==> src/rtl/key_debounce.sv <==
// -----------------------------------------------------------------------------
// key_debounce
//   Synchronises, debounces and classifies KEY_W active-low pushbuttons.
//   Each key runs its own state machine, debounce counter and hold counter,
//   so keys never interact.
//
// Ports
//   clk_50     in   1      board clock, all logic on posedge
//   reset      in   1      asynchronous active-low reset
//   key_n      in   KEY_W  raw pushbutton pins, 0 = pressed (asynchronous, bouncy)
//   key_state  out  KEY_W  debounced level, 1 = pressed
//   key_press  out  KEY_W  one-cycle pulse when a press is accepted
//   key_rel    out  KEY_W  one-cycle pulse when a release is accepted
//   key_long   out  KEY_W  one-cycle pulse, once per hold, at the long-press threshold
// -----------------------------------------------------------------------------
module key_debounce #(
    parameter int          KEY_W    = 4,
    parameter logic [24:0] DEB_MAX  = 25'd999_999,
    parameter logic [25:0] LONG_MAX = 26'd49_999_999
) (
    input  logic             clk_50,
    input  logic             reset,
    input  logic [KEY_W-1:0] key_n,
    output logic [KEY_W-1:0] key_state,
    output logic [KEY_W-1:0] key_press,
    output logic [KEY_W-1:0] key_rel,
    output logic [KEY_W-1:0] key_long
);

    typedef enum logic [1:0] {
        IDLE       = 2'd0,
        PRESS_WAIT = 2'd1,
        PRESSED    = 2'd2,
        REL_WAIT   = 2'd3
    } state_e;

    logic [KEY_W-1:0] sync1_q;
    logic [KEY_W-1:0] key_s_q;

    // Two-flop synchroniser; flops come out of reset in the released state.
    always_ff @(posedge clk_50 or negedge reset) begin
        if (!reset) begin
            sync1_q <= {KEY_W{1'b1}};
            key_s_q <= {KEY_W{1'b1}};
        end else begin
            sync1_q <= key_n;
            key_s_q <= sync1_q;
        end
    end

    for (genvar g = 0; g < KEY_W; g++) begin : g_key
        state_e      state_q,     state_d;
        logic [24:0] deb_cnt_q,   deb_cnt_d;
        logic [25:0] long_cnt_q,  long_cnt_d;
        logic        long_done_q, long_done_d;
        logic        level_q,     level_d;
        logic        press_q,     press_d;
        logic        rel_q,       rel_d;
        logic        long_q,      long_d;
        logic        key_s;

        assign key_s = key_s_q[g];

        // Next-state logic: debounce FSM plus the hold counter for long press.
        always_comb begin
            state_d     = state_q;
            deb_cnt_d   = deb_cnt_q;
            long_cnt_d  = long_cnt_q;
            long_done_d = long_done_q;
            level_d     = level_q;
            press_d     = 1'b0;
            rel_d       = 1'b0;
            long_d      = 1'b0;

            case (state_q)
                IDLE: begin
                    if (!key_s) begin
                        state_d   = PRESS_WAIT;
                        deb_cnt_d = 25'd0;
                    end else begin
                        state_d   = IDLE;
                    end
                end
                PRESS_WAIT: begin
                    if (key_s) begin
                        state_d = IDLE;
                    end else if (deb_cnt_q == DEB_MAX) begin
                        state_d     = PRESSED;
                        level_d     = 1'b1;
                        press_d     = 1'b1;
                        long_cnt_d  = 26'd0;
                        long_done_d = 1'b0;
                    end else begin
                        deb_cnt_d = deb_cnt_q + 25'd1;
                    end
                end
                PRESSED: begin
                    if (key_s) begin
                        state_d   = REL_WAIT;
                        deb_cnt_d = 25'd0;
                    end else begin
                        state_d   = PRESSED;
                    end
                end
                REL_WAIT: begin
                    // A bounce back to pressed keeps the hold time accumulated so far.
                    if (!key_s) begin
                        state_d = PRESSED;
                    end else if (deb_cnt_q == DEB_MAX) begin
                        state_d = IDLE;
                        level_d = 1'b0;
                        rel_d   = 1'b1;
                    end else begin
                        deb_cnt_d = deb_cnt_q + 25'd1;
                    end
                end
                default: begin
                    state_d = IDLE;
                end
            endcase

            // Hold counter saturates at the threshold; long_done blocks repeats.
            if ((state_q == PRESSED) || (state_q == REL_WAIT)) begin
                if (long_cnt_q == LONG_MAX) begin
                    if (!long_done_q) begin
                        long_d      = 1'b1;
                        long_done_d = 1'b1;
                    end else begin
                        long_d      = 1'b0;
                    end
                end else begin
                    long_cnt_d = long_cnt_q + 26'd1;
                end
            end else begin
                long_d = 1'b0;
            end
        end

        // Per-key state, counters and registered outputs.
        always_ff @(posedge clk_50 or negedge reset) begin
            if (!reset) begin
                state_q     <= IDLE;
                deb_cnt_q   <= 25'd0;
                long_cnt_q  <= 26'd0;
                long_done_q <= 1'b0;
                level_q     <= 1'b0;
                press_q     <= 1'b0;
                rel_q       <= 1'b0;
                long_q      <= 1'b0;
            end else begin
                state_q     <= state_d;
                deb_cnt_q   <= deb_cnt_d;
                long_cnt_q  <= long_cnt_d;
                long_done_q <= long_done_d;
                level_q     <= level_d;
                press_q     <= press_d;
                rel_q       <= rel_d;
                long_q      <= long_d;
            end
        end

        assign key_state[g] = level_q;
        assign key_press[g] = press_q;
        assign key_rel[g]   = rel_q;
        assign key_long[g]  = long_q;
    end

endmodule

==> config.mk <==
export PLATFORM = sky130hd
export DESIGN_NAME = key_debounce
export DESIGN_NICKNAME = d
export VERILOG_FILES = /design/src/rtl/key_debounce.sv
export SDC_FILE = /design/constraint.sdc
export NUM_CORES = 1
export LEC_CHECK = 0
export CORE_UTILIZATION = 52
export CTS_CLUSTER_DIAMETER = 120
export DETAILED_ROUTE_END_ITERATION = 6
export PLACE_DENSITY = 0.64
export SLEW_MARGIN = 20
export SYNTH_ARGS = -nofsm -noshare
export SYNTH_HDL_FRONTEND = slang
export SYNTH_SLANG_ARGS = --single-unit
export TNS_END_PERCENT = 20
==> constraint.sdc <==
create_clock -name clk_50 -period 2.4 [get_ports clk_50]
set_input_delay 0.24 -clock clk_50 [delete_from_list [all_inputs] [get_ports clk_50]]
set_output_delay 0.24 -clock clk_50 [all_outputs]
set_load 0.02 [all_outputs]
== Yosys cells after proc, flatten, opt, wreduce, memory -nomap -nowiden ==
Index checks and enable logic that the tools add are counted.

* Add/subtract/negate cells: 8
* Eq/ne operators: 52
* Mux-type cells: 148
* Reductions and logical operators: 24

{| class="wikitable"
|+ Operators by type and width
! operator !! number
|-
| $mux W26 || 20
|-
| $mux W25 || 20
|-
| $pmux W25 S4 || 4
|-
| $add A26 B1 Y26 const B || 4
|-
| $eq A26 B26 Y1 const B || 4
|-
| $add A25 B1 Y25 const B || 4
|-
| $eq A25 B20 Y1 const B || 4
|-
| $mux W1 || 80
|-
| $ne A2 B2 Y1 const B || 24
|-
| $mux W2 || 16
|-
| $pmux W2 S4 || 4
|-
| $ne A3 B3 Y1 const B || 8
|-
| $reduce_and A5 Y1 || 4
|-
| $eq A2 B2 Y1 const B || 8
|-
| $reduce_and A4 Y1 || 4
|-
| $eq A2 B1 Y1 const B || 4
|-
| $logic_not A2 Y1 || 4
|-
| $pmux W1 S2 || 4
|-
| $reduce_and A2 Y1 || 4
|-
| $reduce_bool A2 Y1 || 4
|-
| $logic_or A1 B1 Y1 || 4
|}

* Register bits after elaboration: 240
* Input port bits: 6
* Output and inout port bits: 16
* Logic and storage cells: 266

== Depth between registers and ports, before layout ==
* Depth in word-level cells: 7
* Mapped depth: 8
* Mapped depth without buffers: 6

== Least setup slack after synthesis ==
OpenSTA, ideal clock, no wires.

* Path type: reg2reg
* Start: register g_key[3].deb_cnt_q[11]
* End: register g_key[3].long_cnt_q[16]
* Library setup time: 0.127 ns
* Arrival time: 1.898 ns
* Data required time: 2.273 ns
* Slack: 0.374 ns
* Cell stages (with the launch flop): 8
* Buffers on the path: 2
* Clock period less this slack: 2.026 ns
* Path through: dfrtp_1 > buf_6 > or4b_4 > nor4_4 > nand4_4 > buf_4 > o211ai_2 > o31ai_1

* Longest elaborated chain between the ends: 6

{| class="wikitable"
|+ Ends and longest elaborated chain
! item !! RTL line !! source
|-
| start: declaration || 53 || <nowiki>logic [24:0] deb_cnt_q, deb_cnt_d;</nowiki>
|-
| start signal: assignment || 152 || <nowiki>deb_cnt_q <= deb_cnt_d;</nowiki>
|-
| $eq A25 B20 Y1 * || 87 || <nowiki>end else if (deb_cnt_q == DEB_MAX) begin</nowiki>
|-
| $mux W26 * || 87 ||
|-
| $mux W26 * || 85 || <nowiki>if (key_s) begin</nowiki>
|-
| $mux W26 * || 75 || <nowiki>case (state_q)</nowiki>
|-
| $mux W26 || 124 || <nowiki>if (long_cnt_q == LONG_MAX) begin</nowiki>
|-
| $mux W26 * || 123 || <nowiki>if ((state_q == PRESSED) || (state_q == REL_WAIT)) begin</nowiki>
|-
| named net g_key[3].long_cnt_d[16] || 54 || <nowiki>logic [25:0] long_cnt_q, long_cnt_d;</nowiki>
|-
| end signal: assignment || 153 || <nowiki>long_cnt_q <= long_cnt_d;</nowiki>
|-
| end: declaration || 54 ||
|}

Mark *: on every way through the listed nets, which the timed path passes. The rest lies on a longest branch.
A chain may end at the register's enable or synchronous reset.

== Final worst setup path ==
* Start: register g_key[1].deb_cnt_q[0]
* End: register g_key[1].deb_cnt_q[6]

* Longest elaborated chain between the ends: 4
* Elaborated cells between the ends (all ways): 6
* Classes of those cells: add/sub: 1; eq/ne: 1; mux: 4

{| class="wikitable"
|+ Ends and longest elaborated chain
! item !! RTL line
|-
| start: declaration || 53
|-
| start signal: assignment || 152
|-
| $add A25 B1 Y25 or $eq A25 B20 Y1 (tied branches) || --
|-
| $mux W25 * || 87, 109
|-
| $mux W25, on equally long branches || 107, 85
|-
| $pmux W25 S4 * || 75
|}

Every way passes the cells marked *; elsewhere a longest branch is shown, timed or not. The select of a mux whose other input is x is not followed.

==> flow_summary_export.csv <==
group,metric,value,unit
status,status,"complete, no violations",
routing,drc,0,
yosys,yosys.area_share.xor_xnor,0.0496,
critical_path,ff2ff_setup_slack,0.28,ns
yosys,syn_avg_cell_area,9.33,um2
floorplan,rows,56,
clock_network,cts-buffers-inserted,27,
routing,top_layer_used,"met4",
job,drv_cap,0,
critical_path,critPathLaunchType,"register",
power,total_power,8.48,mW
sta,setup_violations,0,
critical_path,worstPathMaxFanout,11,
sta,fmax,0.471,GHz
hold_path,hold_path_depth,1,
yosys,synth_edf_count,0,
layout,drive_gt1_frac,0.0826,
yosys,synthTopCellsByArea,"dfrtp_1 (46%), nand3_1 (4.8%), nand2_1 (3.8%), nor2_1 (3.8%), xnor2_1 (3.5%)",
sta,finalHoldViolations,0,
global_route,gr-usage-all-layers,0.214,
routing,wl_met3,633,um
routing,wl,25700,um
sta,min_period_over_period,0.884,
yosys,synth_top_family_by_area,"simple AND/OR/NAND/NOR gates",
global_route,first_global_vias,9189,
global_route,antenna_found_initial,0,
clock_network,post_cts_buffers,0,
routing,postRouteAntennaNets,0,
power,p_per_area,605,nW/um2
critical_path,cp_cell_sequence,"ha_1 > and3_1 > and4_1 > and3_1 > or4_1 > a21oi_1",
sta,finalSetupTns,0,ns
place,hpwl,17300,um
clock_network,cts_num_sinks,240,
sta,tightestPinTransition,1.04,ns
routing,met2_length,11800,um
yosys,synth_cell_type_count,74,
clock_network,cts_tree,"yes",
place,place_area,13100,um2
sta,drv_slew,0,
critical_path,r2r-end,"g_key[1].deb_cnt_q[6]$_DFFE_PN0P_",
clock_network,worst_skew_pair.late_latency,0.53,ns
critical_path,rr_startpoint,"g_key[1].deb_cnt_q[0]$_DFFE_PN0P_",
layout,diodes,0,
layout,nets,1386,
critical_path,crit_path_max_incr_delay,0.49,ns
critical_path,crit_arrival,2.57,ns
hold_path,worstHoldStart,"key_n[0]",
routing,drt_pass1_iterations,5,
clock_network,h-tree-depth,1,
floorplan,die-area,24700,um2
yosys,yosys-top-cells-count,"dfrtp_1 (232), nand2_1 (128), nor2_1 (127)",
yosys,synth-warning-count,0,
sta,layout_setup_ws,0.278,ns
yosys,synthAdderAreaFrac,0.00799,
critical_path,required,2.85,ns
place,gp_congestion,0.832,
floorplan,ios,22,
routing,wl_per_cell,15.0,um
clock_network,max-clock-path-buffers,3,
critical_path,cp-end-kind,"register",
sta,clock_skew,0.0121,ns
clock_network,cts_hold_buffers,1,
layout,fin_area,14000,um2
hold_path,min_path_type,"in -> reg",
floorplan,coreArea,23500,um2
critical_path,worst-setup-path-type,"reg -> reg",
hold_path,min_to,"sync1_q[0]$_DFF_PN1_",
floorplan,start_util,0.532,
power,leakage,5.88,nW
yosys,synth_top_area_cell,"dfrtp_1",
critical_path,cp_slowest_cell,"or4_1",
global_route,grt_start_max_net_pins,67,
clock_network,cts_resized,0,
yosys,synthCells,1342,
yosys,async_reset_ff_frac,1.00,
place,port_buffers,21,
sta,final.min_clock_period,2.12,ns
yosys,synth_top_area_frac,0.463,
yosys,synthSimpleGateAreaFrac,0.287,
clock_network,clk_pin_slew,0.06,ns
layout,synthToLayoutAreaGrowth,11.9,%
yosys,yosysMostFrequentCell,"dfrtp_1",
routing,drt_iter0_markers,545,
sta,worst_hold_slack,0.116,ns
layout,final_cells,1711,
layout,utilization,0.595,
critical_path,worst-r2r-cell-count,6,
yosys,yosys_register_bits,240,
yosys,synth_compound_area_frac,0.109,
power,vdd.ir_drop.worst,536,uV
global_route,grt_pass1_wl,44400,um
critical_path,crit_buf_inv,0,
sta,grt_setup_unrepaired,"false",
critical_path,path_common_cell,"and3_1",
yosys,synth-main-ff-cell,"dfrtp_1",
clock_network,root_buffer,"clkbuf_16",
routing,wl_met1,12900,um
yosys,synth_area,12500,um2
global_route,overflow,0,
place,dp_cells,1661,
floorplan,die_w,157,um
sta,relSlewSlack,0.307,
place,place_ws,0.279,ns
yosys,muxShareOfSynthArea,0.0282,
routing,vias,9899,
yosys,ys_seq_area_frac,0.480,
floorplan,die_h,157,um
critical_path,critical-path-top-delay-family,"simple AND/OR/NAND/NOR gates",
routing,vias_per_cell,5.79,
yosys,synth_nets,1356,
-- per-layer routing --
layer | vias up | global-route usage
li1 | 5002 | -
met4 | 0 | 0.0485
met2 | 117 | 0.345
met3 | 29 | 0.0251
met5 | - | 0
met1 | 4751 | 0.310
-- sequential cells by signal (all words and copies together), names as in the netlist, named ones only --
register           cells
g_key.press_q          4
key_s_q                4
g_key.long_q           4
g_key.rel_q            4
g_key.deb_cnt_q      100
g_key.long_done_q      4
g_key.state_q          4
g_key.long_cnt_q     104
sync1_q                4
g_key.level_q          4
-- worst max path at each step --
| stage | start | to | cells after the start |
|---|---|---|---|
| floorplan | g_key[3].deb_cnt_q[11]$_DFFE_PN0P_ | g_key[3].long_cnt_q[16]$_DFF_PN0_ | 7 |
| global placement | g_key[1].deb_cnt_q[0]$_DFFE_PN0P_ | g_key[1].deb_cnt_q[6]$_DFFE_PN0P_ | 6 |
| detailed placement | g_key[1].deb_cnt_q[11]$_DFFE_PN0P_ | g_key[1].deb_cnt_q[5]$_DFFE_PN0P_ | 5 |
| CTS | g_key[1].deb_cnt_q[11]$_DFFE_PN0P_ | g_key[1].deb_cnt_q[5]$_DFFE_PN0P_ | 5 |
| global route | register | g_key[0].long_cnt_q[22]$_DFF_PN0_ | 5 |
| finish | g_key[1].deb_cnt_q[0]$_DFFE_PN0P_ | g_key[1].deb_cnt_q[6]$_DFFE_PN0P_ | 6 |
-- worst register-to-register path: cells and delay by family, from the launching register on --
kind | cells | cell delay, ns
and+or+nand+nor | 4 | 1.20
adders and majority gates | 1 | 0.27
AOI/OAI and AO/OA | 1 | 0.14
DFF | 1 | 0.43
-- placed cells by master, fill, tap and decap left out, types with 6 or more instances in the layout --
master,synthesis,layout
nand3_1,121,121
and2_1,7,7
o21ai_0,79,79
ha_1,8,8
xor2_1,21,21
clkbuf_16,0,27
dfrtp_1,232,232
a41o_1,6,6
nand2b_1,10,10
a31oi_1,14,14
a21oi_1,40,40
mux2i_1,33,33
nor2_1,127,127
nand3b_1,8,8
or4_1,12,12
o31ai_1,15,15
clkbuf_1,31,9
buf_4,17,39
inv_1,33,33
clkinv_2,0,6
or3_1,13,13
o211ai_1,16,16
dfstp_2,8,8
nor3_1,44,44
and4_1,25,25
o21ai_1,13,13
xnor2_1,50,50
nand4_1,66,66
nor4_1,32,32
and3_1,40,40
nor4_2,6,6
nand2_1,128,128
nor4b_1,9,9
clkdlybuf4s50_1,0,20
-- cell type report --
| cell class | count | area [um2] |
|---|---|---|
| Fill cell | 2060 | 9530 |
| Multi-Input combinational cell | 1005 | 6030 |
| Sequential cell | 240 | 6020 |
| Clock buffer | 40 | 764 |
| Timing Repair Buffer | 64 | 578 |
| Tap cell | 319 | 399 |
| Inverter | 34 | 128 |
| Clock inverter | 9 | 98.8 |
-- cell families (layout without fill, tap and decap cells) --
kind of cell               count (synthesis)  after routing
xor gates and xnor gates                  71             71
AOI/OAI and AO/OA                        220            220
and+or+nand+nor                          671            671
buffers and inverters                     97            147
adders and majority gates                  8              8
muxes                                     35             35
DFF                                      240            240
-- power by group --
| part | switching, mW | internal (mW) | leakage, nW |
|---|---|---|---|
| registers | 0.0731 | 4.10 | 3.31 |
| logic | 0.176 | 0.0943 | 2.14 |
| clock network | 1.62 | 2.41 | 0.428 |
| total | 1.87 | 6.61 | 5.88 |
(Power assumes the default switching activity.)
